$ cat src/rtl/led_sched_pkg.sv
// Shared constants for the LED pattern scheduler: FSM encoding and default tick prescale.
package led_sched_pkg;

  localparam logic [1:0] ST_IDLE = 2'd0;
  localparam logic [1:0] ST_LOAD = 2'd1;
  localparam logic [1:0] ST_RUN  = 2'd2;
  localparam logic [1:0] ST_DONE = 2'd3;

  localparam int PRESCALE_DEF = 1024;

endpackage

$ cat src/rtl/led_sched_table.sv
// Pattern/duration table: DEPTH entries, one synchronous write port, one combinational read port.
module led_sched_table
  import led_sched_pkg::*;
#(
  parameter  int WIDTH = 8,
  parameter  int DEPTH = 4,
  parameter  int DUR_W = 16,
  localparam int AW    = $clog2(DEPTH)
) (
  input  logic             CLK,
  input  logic             RST,
  input  logic             we,
  input  logic [AW-1:0]    waddr,
  input  logic [WIDTH-1:0] wpat,
  input  logic [DUR_W-1:0] wdur,
  input  logic [AW-1:0]    raddr,
  output logic [WIDTH-1:0] rpat,
  output logic [DUR_W-1:0] rdur
);

  logic [DEPTH-1:0][WIDTH-1:0] pat_q;
  logic [DEPTH-1:0][DUR_W-1:0] dur_q;

  for (genvar g = 0; g < DEPTH; g++) begin : g_ent
    always_ff @(posedge CLK or negedge RST) begin
      if (!RST) begin
        pat_q[g] <= '0;
        dur_q[g] <= '0;
      end else if (we && waddr == AW'(g)) begin
        pat_q[g] <= wpat;
        dur_q[g] <= wdur;
      end
    end
  end

  assign rpat = pat_q[raddr];
  assign rdur = dur_q[raddr];

endmodule

$ cat src/rtl/led_pattern_scheduler.sv
// Steps the LED bank through a programmable (pattern, duration) table on a prescaled tick.
// Define LED_SCHED_LOOPCNT_EN to add the saturating loop_cnt output.
module led_pattern_scheduler
  import led_sched_pkg::*;
#(
  parameter  int WIDTH    = 8,
  parameter  int DEPTH    = 4,
  parameter  int DUR_W    = 16,
  parameter  int PRESCALE = PRESCALE_DEF,
  localparam int AW       = $clog2(DEPTH)
) (
  input  logic             CLK,
  input  logic             RST,
  input  logic             cfg_we,
  input  logic [AW-1:0]    cfg_addr,
  input  logic [WIDTH-1:0] cfg_pattern,
  input  logic [DUR_W-1:0] cfg_dur,
  input  logic [AW-1:0]    cfg_last,
  input  logic             loop_mode,
  input  logic             start,
  input  logic             stop,
  output logic             busy,
  output logic             done,
  output logic [AW-1:0]    cur_idx,
  output logic [WIDTH-1:0] LED
`ifdef LED_SCHED_LOOPCNT_EN
  ,
  output logic [15:0]      loop_cnt
`endif
);

  localparam int PW = $clog2(PRESCALE);

  logic [1:0]       state;
  logic [PW-1:0]    psc;
  logic [DUR_W-1:0] dcnt;
  logic [AW-1:0]    last_q;
  logic             loop_q;
  logic [WIDTH-1:0] rd_pat;
  logic [DUR_W-1:0] rd_dur;
  logic             tick;

  led_sched_table #(
    .WIDTH (WIDTH),
    .DEPTH (DEPTH),
    .DUR_W (DUR_W)
  ) u_table (
    .CLK   (CLK),
    .RST   (RST),
    .we    (cfg_we),
    .waddr (cfg_addr),
    .wpat  (cfg_pattern),
    .wdur  (cfg_dur),
    .raddr (cur_idx),
    .rpat  (rd_pat),
    .rdur  (rd_dur)
  );

  assign tick = (psc == PW'(PRESCALE - 1));

  always_ff @(posedge CLK or negedge RST) begin
    if (!RST) begin
      state    <= ST_IDLE;
      LED      <= '0;
      busy     <= 1'b0;
      done     <= 1'b0;
      cur_idx  <= '0;
      psc      <= '0;
      dcnt     <= '0;
      last_q   <= '0;
      loop_q   <= 1'b0;
`ifdef LED_SCHED_LOOPCNT_EN
      loop_cnt <= '0;
`endif
    end else begin
      done <= 1'b0;
      // stop outranks start, ticks and the DONE transition alike
      if (stop && state != ST_IDLE) begin
        state   <= ST_IDLE;
        LED     <= '0;
        busy    <= 1'b0;
        cur_idx <= '0;
        psc     <= '0;
      end else begin
        case (state)
          ST_IDLE: begin
            if (start && !stop) begin
              state    <= ST_LOAD;
              cur_idx  <= '0;
              busy     <= 1'b1;
              last_q   <= cfg_last;
              loop_q   <= loop_mode;
`ifdef LED_SCHED_LOOPCNT_EN
              loop_cnt <= '0;
`endif
            end
          end
          ST_LOAD: begin
            LED   <= rd_pat;
            dcnt  <= (rd_dur == '0) ? DUR_W'(1) : rd_dur;
            psc   <= '0;
            state <= ST_RUN;
          end
          ST_RUN: begin
            if (!tick) begin
              psc <= psc + PW'(1);
            end else begin
              psc <= '0;
              if (dcnt > DUR_W'(1)) begin
                dcnt <= dcnt - DUR_W'(1);
              end else if (cur_idx < last_q) begin
                cur_idx <= cur_idx + AW'(1);
                state   <= ST_LOAD;
              end else if (loop_q) begin
                cur_idx <= '0;
                state   <= ST_LOAD;
`ifdef LED_SCHED_LOOPCNT_EN
                if (loop_cnt != 16'hFFFF) loop_cnt <= loop_cnt + 16'd1;
`endif
              end else begin
                state <= ST_DONE;
                done  <= 1'b1;
              end
            end
          end
          default: begin
            busy  <= 1'b0;
            state <= ST_IDLE;
          end
        endcase
      end
    end
  end

endmodule

$ cat config.mk
export PLATFORM = sky130hd
export DESIGN_NAME = led_pattern_scheduler
export DESIGN_NICKNAME = d
export VERILOG_FILES = /design/src/rtl/led_sched_pkg.sv /design/src/rtl/led_sched_table.sv /design/src/rtl/led_pattern_scheduler.sv
export SDC_FILE = /design/constraint.sdc
export NUM_CORES = 1
export LEC_CHECK = 0
export ABC_AREA = 1
export CORE_MARGIN = 5
export CORE_UTILIZATION = 59
export CTS_CLUSTER_SIZE = 12
export DETAILED_ROUTE_END_ITERATION = 8
export PLACE_DENSITY = 0.86
export REMOVE_ABC_BUFFERS = 1
export SKIP_CTS_REPAIR_TIMING = 1
export SYNTH_ARGS = -nofsm -noshare
export SYNTH_HDL_FRONTEND = slang
export SYNTH_SLANG_ARGS = --single-unit
$ cat constraint.sdc
create_clock -name CLK -period 2.95 [get_ports CLK]
set_clock_uncertainty 0.2 [all_clocks]
set_input_delay 0.4425 -clock CLK [delete_from_list [all_inputs] [get_ports CLK]]
set_output_delay 0.4425 -clock CLK [all_outputs]
set_load 0.005 [all_outputs]
=== Yosys cells after proc, flatten, opt, wreduce, memory -nomap -nowiden ===
Index checks and enable logic that the tools add are counted.
W data, S select, Z words.

* Reductions and logical operators: 21
* Mux-type cells: 36
* Divide/modulo/power cells: 0
* Order comparisons: 3
* Bitwise operators: 1
* Shift operators: 0
* Eq/ne operators: 13
* Multipliers: 0
* $add $sub $neg: 3

{| class="wikitable"
|+ Operators by type and width
! operator !! count
|-
| $mux W16 || 4
|-
| $bmux W16 S2 || 1
|-
| $pmux W16 S2 || 1
|-
| $mux W2 || 12
|-
| $mux W8 || 3
|-
| $mux W10 || 2
|-
| $pmux W10 S2 || 1
|-
| $bmux W8 S2 || 1
|-
| $gt A16 B1 Y1 const B || 1
|-
| $logic_not A16 Y1 || 1
|-
| $sub A16 B1 Y16 const B || 1
|-
| $add A10 B1 Y10 const B || 1
|-
| $eq A10 B10 Y1 const B || 1
|-
| $ne A3 B3 Y1 const B || 3
|-
| $mux W1 || 8
|-
| $eq A2 B2 Y1 const B || 3
|-
| $logic_and A1 B1 Y1 || 6
|-
| $pmux W2 S3 || 1
|-
| $reduce_and A3 Y1 || 2
|-
| $reduce_bool A2 Y1 || 3
|-
| $reduce_bool A3 Y1 || 2
|-
| $reduce_and A5 Y1 || 1
|-
| $eq A2 B1 Y1 const B || 2
|-
| $logic_not A2 Y1 || 2
|-
| 13 further kinds || 14
|}

* Output and inout port bits: 12
* Memory bits (read-only): 0
* RAM bits: 0
* Memories kept: 0
* Latch bits: 0
* Register bits after elaboration: 139

=== Logic depth before layout (Yosys ltp) ===
Gate-level depths: netlist of the first run.

* Depth in word-level cells: 6
* Gate-level depth with buffers: 14
* Mapped depth without buffers: 12

=== By module ===
Synthesis of the first run repeated with hierarchy kept, for this count alone.

* Cell total of the unflattened synthesis: 1,102
* Area, all modules: 7,721.2 um^2

{| class="wikitable"
|+ By module, submodules not included
! module !! instances !! cells each !! sequential area each (um^2) !! area each (um^2)
|-
| led_sched_table || 1 || 703 || 2,402.3 || 5,003.5
|-
| led_pattern_scheduler || 1 || 399 || 1,076.0 || 2,717.6
|}

=== Least setup slack after synthesis of the first run ===
OpenSTA, ideal clock, no wires.

* Kind: register -> register
* Start: reg dcnt[0]
* End: reg dcnt[12]
* Path buffers: 1
* Stages on the path, launching flop included: 13
* Required time: 2.631 ns
* Arrival: 1.533 ns
* Setup time: 0.119 ns
* Slack: 1.098 ns
* Path through: dfrtp_1 > inv_1 > ha_1 > nand2_2 > nor2_4 > inv_2 > a21oi_2 > nand2_2 > nand3_4 > inv_4 > buf_6 > o21ai_2 > nand2_1

* Cells in the longest elaborated chain, start to end: 4
* Elaborated cells on any way between the ends: 7
* Classes of those cells: add/sub: 1; order compare: 1; eq/ne: 1; mux: 3; reduce/logical: 1

{| class="wikitable"
|+ RTL lines
! item !! RTL line !! text
|-
| start: declaration || led_pattern_scheduler.sv:36 || <nowiki>logic [DUR_W-1:0] dcnt;</nowiki>
|-
| start signal: assignment || led_pattern_scheduler.sv:100 || <nowiki>dcnt <= (rd_dur == '0) ? DUR_W'(1) : rd_dur;</nowiki>
|-
| start signal: assignment || led_pattern_scheduler.sv:110 || <nowiki>dcnt <= dcnt - DUR_W'(1);</nowiki>
|-
| $sub A16 B1 Y16 || led_pattern_scheduler.sv:110 ||
|-
| $mux W16 || led_pattern_scheduler.sv:109 || <nowiki>if (dcnt > DUR_W'(1)) begin</nowiki>
|-
| $mux W16 || led_pattern_scheduler.sv:105 || <nowiki>if (!tick) begin</nowiki>
|-
| $pmux W16 S2 || led_pattern_scheduler.sv:85 || <nowiki>case (state)</nowiki>
|}

Several ways; a longest one is shown, not always the timed one. The select of a mux whose other input is x is not followed.
A chain may end at the register's enable or synchronous reset.

=== Worst setup path after layout of the first run ===
* Start: reg cur_idx[0]
* End: out cur_idx[0]

{| class="wikitable"
|+ RTL lines
! item !! RTL line !! text
|-
| start: declaration || led_pattern_scheduler.sv:24 || <nowiki>output logic [AW-1:0] cur_idx,</nowiki>
|-
| start signal: assignment || led_pattern_scheduler.sv:112 || <nowiki>cur_idx <= cur_idx + AW'(1);</nowiki>
|}

No word-level cell between the ends.

==> results.py, run 1 <==
metrics = {
    "min_path": {
        "hold_path_class": "reg2reg",
    },
    "synthesis": {
        "synth_compound_area_share_pct": 15.0,
        "yosys.area_share.adder_pct": 1.29,
        "synth_xor_xnor_area_share_pct": 0.514,
        "yosysWarningCount": 0,
        "ys_top_cells_by_area": "dfrtp_1, nand2_1, o21ai_0, nand3_1, inv_1",
        "synth_mux_area_share_pct": 0.165,
        "synth-simple-area-share_pct": 25.0,
        "syn-cell-area_um2": 6810,
        "syn-instance-count": 877,
        "yosysSeqAreaShare_pct": 51.1,
        "synth_top_family_by_area": "simple AND/OR/NAND/NOR gates",
        "synth_cell_types": 37,
        "synth_top_area_share_pct": 51.1,
        "yosys.area.top_type": "dfrtp_1",
        "ys_seq_elements": 139,
        "avgSynthCellArea_um2": 7.77,
    },
    "power": {
        "p_sw_share_pct": 35.4,
        "seqPwrFrac_pct": 37.1,
        "power_density_nw_per_um2": 870,
        "clkPwrFrac_pct": 32.7,
        "power_leakage_nw": 3.88,
        "ir_worst_vdd_mv": 0.597,
        "p_sw_mw": 2.46,
        "comb_power_share_pct": 30.1,
        "p_int_mw": 4.49,
    },
    "critical_path": {
        "endpoint_kind": "primary output",
        "start_kind": "register",
        "critical_path_class": "reg2out",
        "path_delay_family": "buffers and inverters",
        "cp_max_fo": 51,
        "path_cells": "buf_4 > clkdlybuf4s50_1",
        "crit_arrival_ns": 1.87,
        "cp_slowest_cell": "clkdlybuf4s50_1",
        "slowest_delay_ns": 0.61,
        "worst-path-buf-inv": 2,
        "critPathRequiredTime_ns": 2.31,
        "r2r_slack_ns": 0.74,
    },
    "cts": {
        "cts_tree": "built",
        "clk_pin_slew_ns": 0.06,
        "clock_sink_count": 139,
        "clk_latency_ns": 0.42,
        "cts_max_level": 4,
        "numCtsBuffers": 17,
        "clockRootBuffer": "clkbuf_16",
        "clock_path_buffers": 2,
    },
    "routing": {
        "wirelength_um": 15900,
        "route.vias.total": 6022,
        "drc": 0,
        "antenna_left": 0,
        "wl_per_cell_um": 14.9,
        "drtPass1Iterations": 5,
        "avgViaCountPerCell": 5.64,
        "drtIter0Drc": 501,
    },
    "place": {
        "dpl.hpwl_um": 9610,
        "place_ws_ns": 0.656,
        "gp_congestion": 0.914,
        "port_buffers": 45,
    },
    "grt": {
        "grt-ovfl-total": 0,
        "antenna_found_initial": 0,
        "grt_max_degree": 73,
        "grt_use_total_pct": 23.9,
        "grt_pass1_wl_um": 27400,
        "grt_pass1_vias": 5877,
    },
    "layout": {
        "n_antenna_cell": 0,
        "drive_gt1_share_pct": 7.36,
        "syn_to_final_growth_pct": 17.2,
        "nets": 952,
    },
    "sta": {
        "setup_violations": 0,
        "rsz0062_at_grt": "false",
        "min_period_ns": 2.52,
        "slew_violations": 0,
        "max-slew-margin-rel_pct": 30.4,
        "hold_violations": 0,
        "finalSetupTns_ns": 0,
        "setup_slack_ns": 0.434,
        "worstMarginPinSlew_ns": 1.04,
        "fmax_mhz": 397,
        "fin_crit_sh_pct": 85.3,
    },
    "die": {
        "die_h_um": 117,
        "design.core.area_um2": 11400,
        "die_area_um2": 13800,
        "num_io_pins": 46,
        "fp.dieW_um": 117,
        "num_rows": 39,
        "initial_core_util_pct": 59.9,
    },
    "status": {
        "status": "complete, no violations",
    },
    "run": {
        "drv_cap": 0,
    },
}
==> cell usage in the layout, fill, tap and decap left out, types with 2 or more instances in the layout <==
cell type	instances
nand3_1	54
nor2_2	4
nor2_4	2
clkbuf_16	17
o21ai_1	2
bufinv_16	4
inv_1	71
xor2_1	3
clkdlybuf4s50_1	44
nor2_1	62
nor3_1	10
a21o_1	2
buf_4	13
a21boi_0	2
ha_1	7
nand2_1	269
nand2_2	3
inv_2	3
o22ai_1	9
o21ai_2	6
dfrtp_1	139
clkinv_2	3
nand4_1	5
inv_6	4
o21ai_0	153
a21oi_1	15
==> power by group through the flow <==
stage          combinational [mW]  clock (mW)  sequential [mW]
6_report                     2.09        2.28             2.58
5_1_grt                      2.39        2.38             2.62
4_1_cts                      2.08        2.29             2.57
3_5_place_dp                 2.04           0             2.59
3_3_place_gp                 1.98           0             2.58
2_1_floorplan                1.42           0             2.56
==> registers in the layout, indices dropped and copies added (netlist names) <==
name and count:
LED 8, busy 1, cur_idx 2, dcnt 16
done 1, last_q 2, loop_q 1, psc 10
state 2, u_table.dur_q 64, u_table.pat_q 32
==> cells in the mapped netlist (all sizes together) <==
cell type and n:
nand2 272, o21ai 161, dfrtp 139, inv 75
nor2 68, nand3 55, clkbuf 29, a21oi 16
buf 15, nor3 10, o22ai 9, ha 7
nand4 5, xor2 3, a21boi 2, a21o 2
or2 2, a31oi 1, and3 1, mux2 1
nor4 1, o21a 1, o31ai 1, xnor2 1
==> per-layer routing <==
layer  track usage [%]  part of all wire (%)  vias up
met4              8.67                   1.5        0
li1                  -                     -     2907
met1              31.7                    43     2879
met5                 0                     0        -
met3              4.85                   5.6       24
met2              39.1                    49      212
==> final cells by class <==
| cell class | count | area [um^2] |
|---|---|---|
| Sequential cell | 139 | 3480 |
| Clock inverter | 13 | 186 |
| Timing Repair Buffer | 59 | 559 |
| Clock buffer | 19 | 443 |
| Fill cell | 896 | 3380 |
| Tap cell | 143 | 179 |
| Inverter | 75 | 284 |
| Multi-Input combinational cell | 619 | 2860 |
==> final timing paths <==
kind	start	endpoint	cells after the start
setup / recovery	cur_idx[0]	cur_idx[0]	2
hold / removal	busy	busy	2
setup reg to reg	dcnt[0]	dcnt[7]	11
hold reg to reg	busy	busy	2
max in group asynchronous	RST	u_table.dur_q[19]	3
min in group asynchronous	RST	busy	2
==> metrics by stage <==
step	std cells	hold WS [ns]	power [mW]	utilization [%]	instance area (um^2)
floorplan	833	-0.0531	3.98	-	6620
global placement	1034	0.262	4.56	64.6	7350
detailed placement	1034	0.268	4.63	64.6	7350
CTS	1066	-0.160	6.95	70.2	7980
global route	1067	0.294	7.40	70.2	7990
finish	1067	0.284	6.95	70.2	7990
==> kinds of logic after synthesis <==
| family | Yosys count |
|---|---|
| simple gates | 414 |
| compound gates | 193 |
| flops | 139 |
| buf+inv | 119 |
| fa+ha+maj | 7 |
| xor+xnor | 4 |
| mux | 1 |
==> worst reg2reg max path: stages (launching register included) <==
cell     delay, ns
dfrtp_1       0.44
inv_1         0.13
ha_1          0.25
nand2_2       0.13
nor2_4        0.18
inv_2         0.06
a21oi_2       0.13
nand2_2       0.07
nand3_4       0.17
inv_4         0.14
o21ai_0       0.11
nand2_1       0.08
No activity file was read; power rests on OpenSTA's default activity.
==> inputs of run 2 (changes only) <==
ABC_CLOCK_PERIOD_IN_PS = 2950   (was default)
==> results of run 2 <==
Same layout as run 1: the final DEF is identical, and so are final timing and power.
==> inputs of run 3 (changes only) <==
HOLD_SLACK_MARGIN = 0.12   (was default)
==> results of run 3 <==
Same layout as run 1: the final DEF is identical, and so are final timing and power.
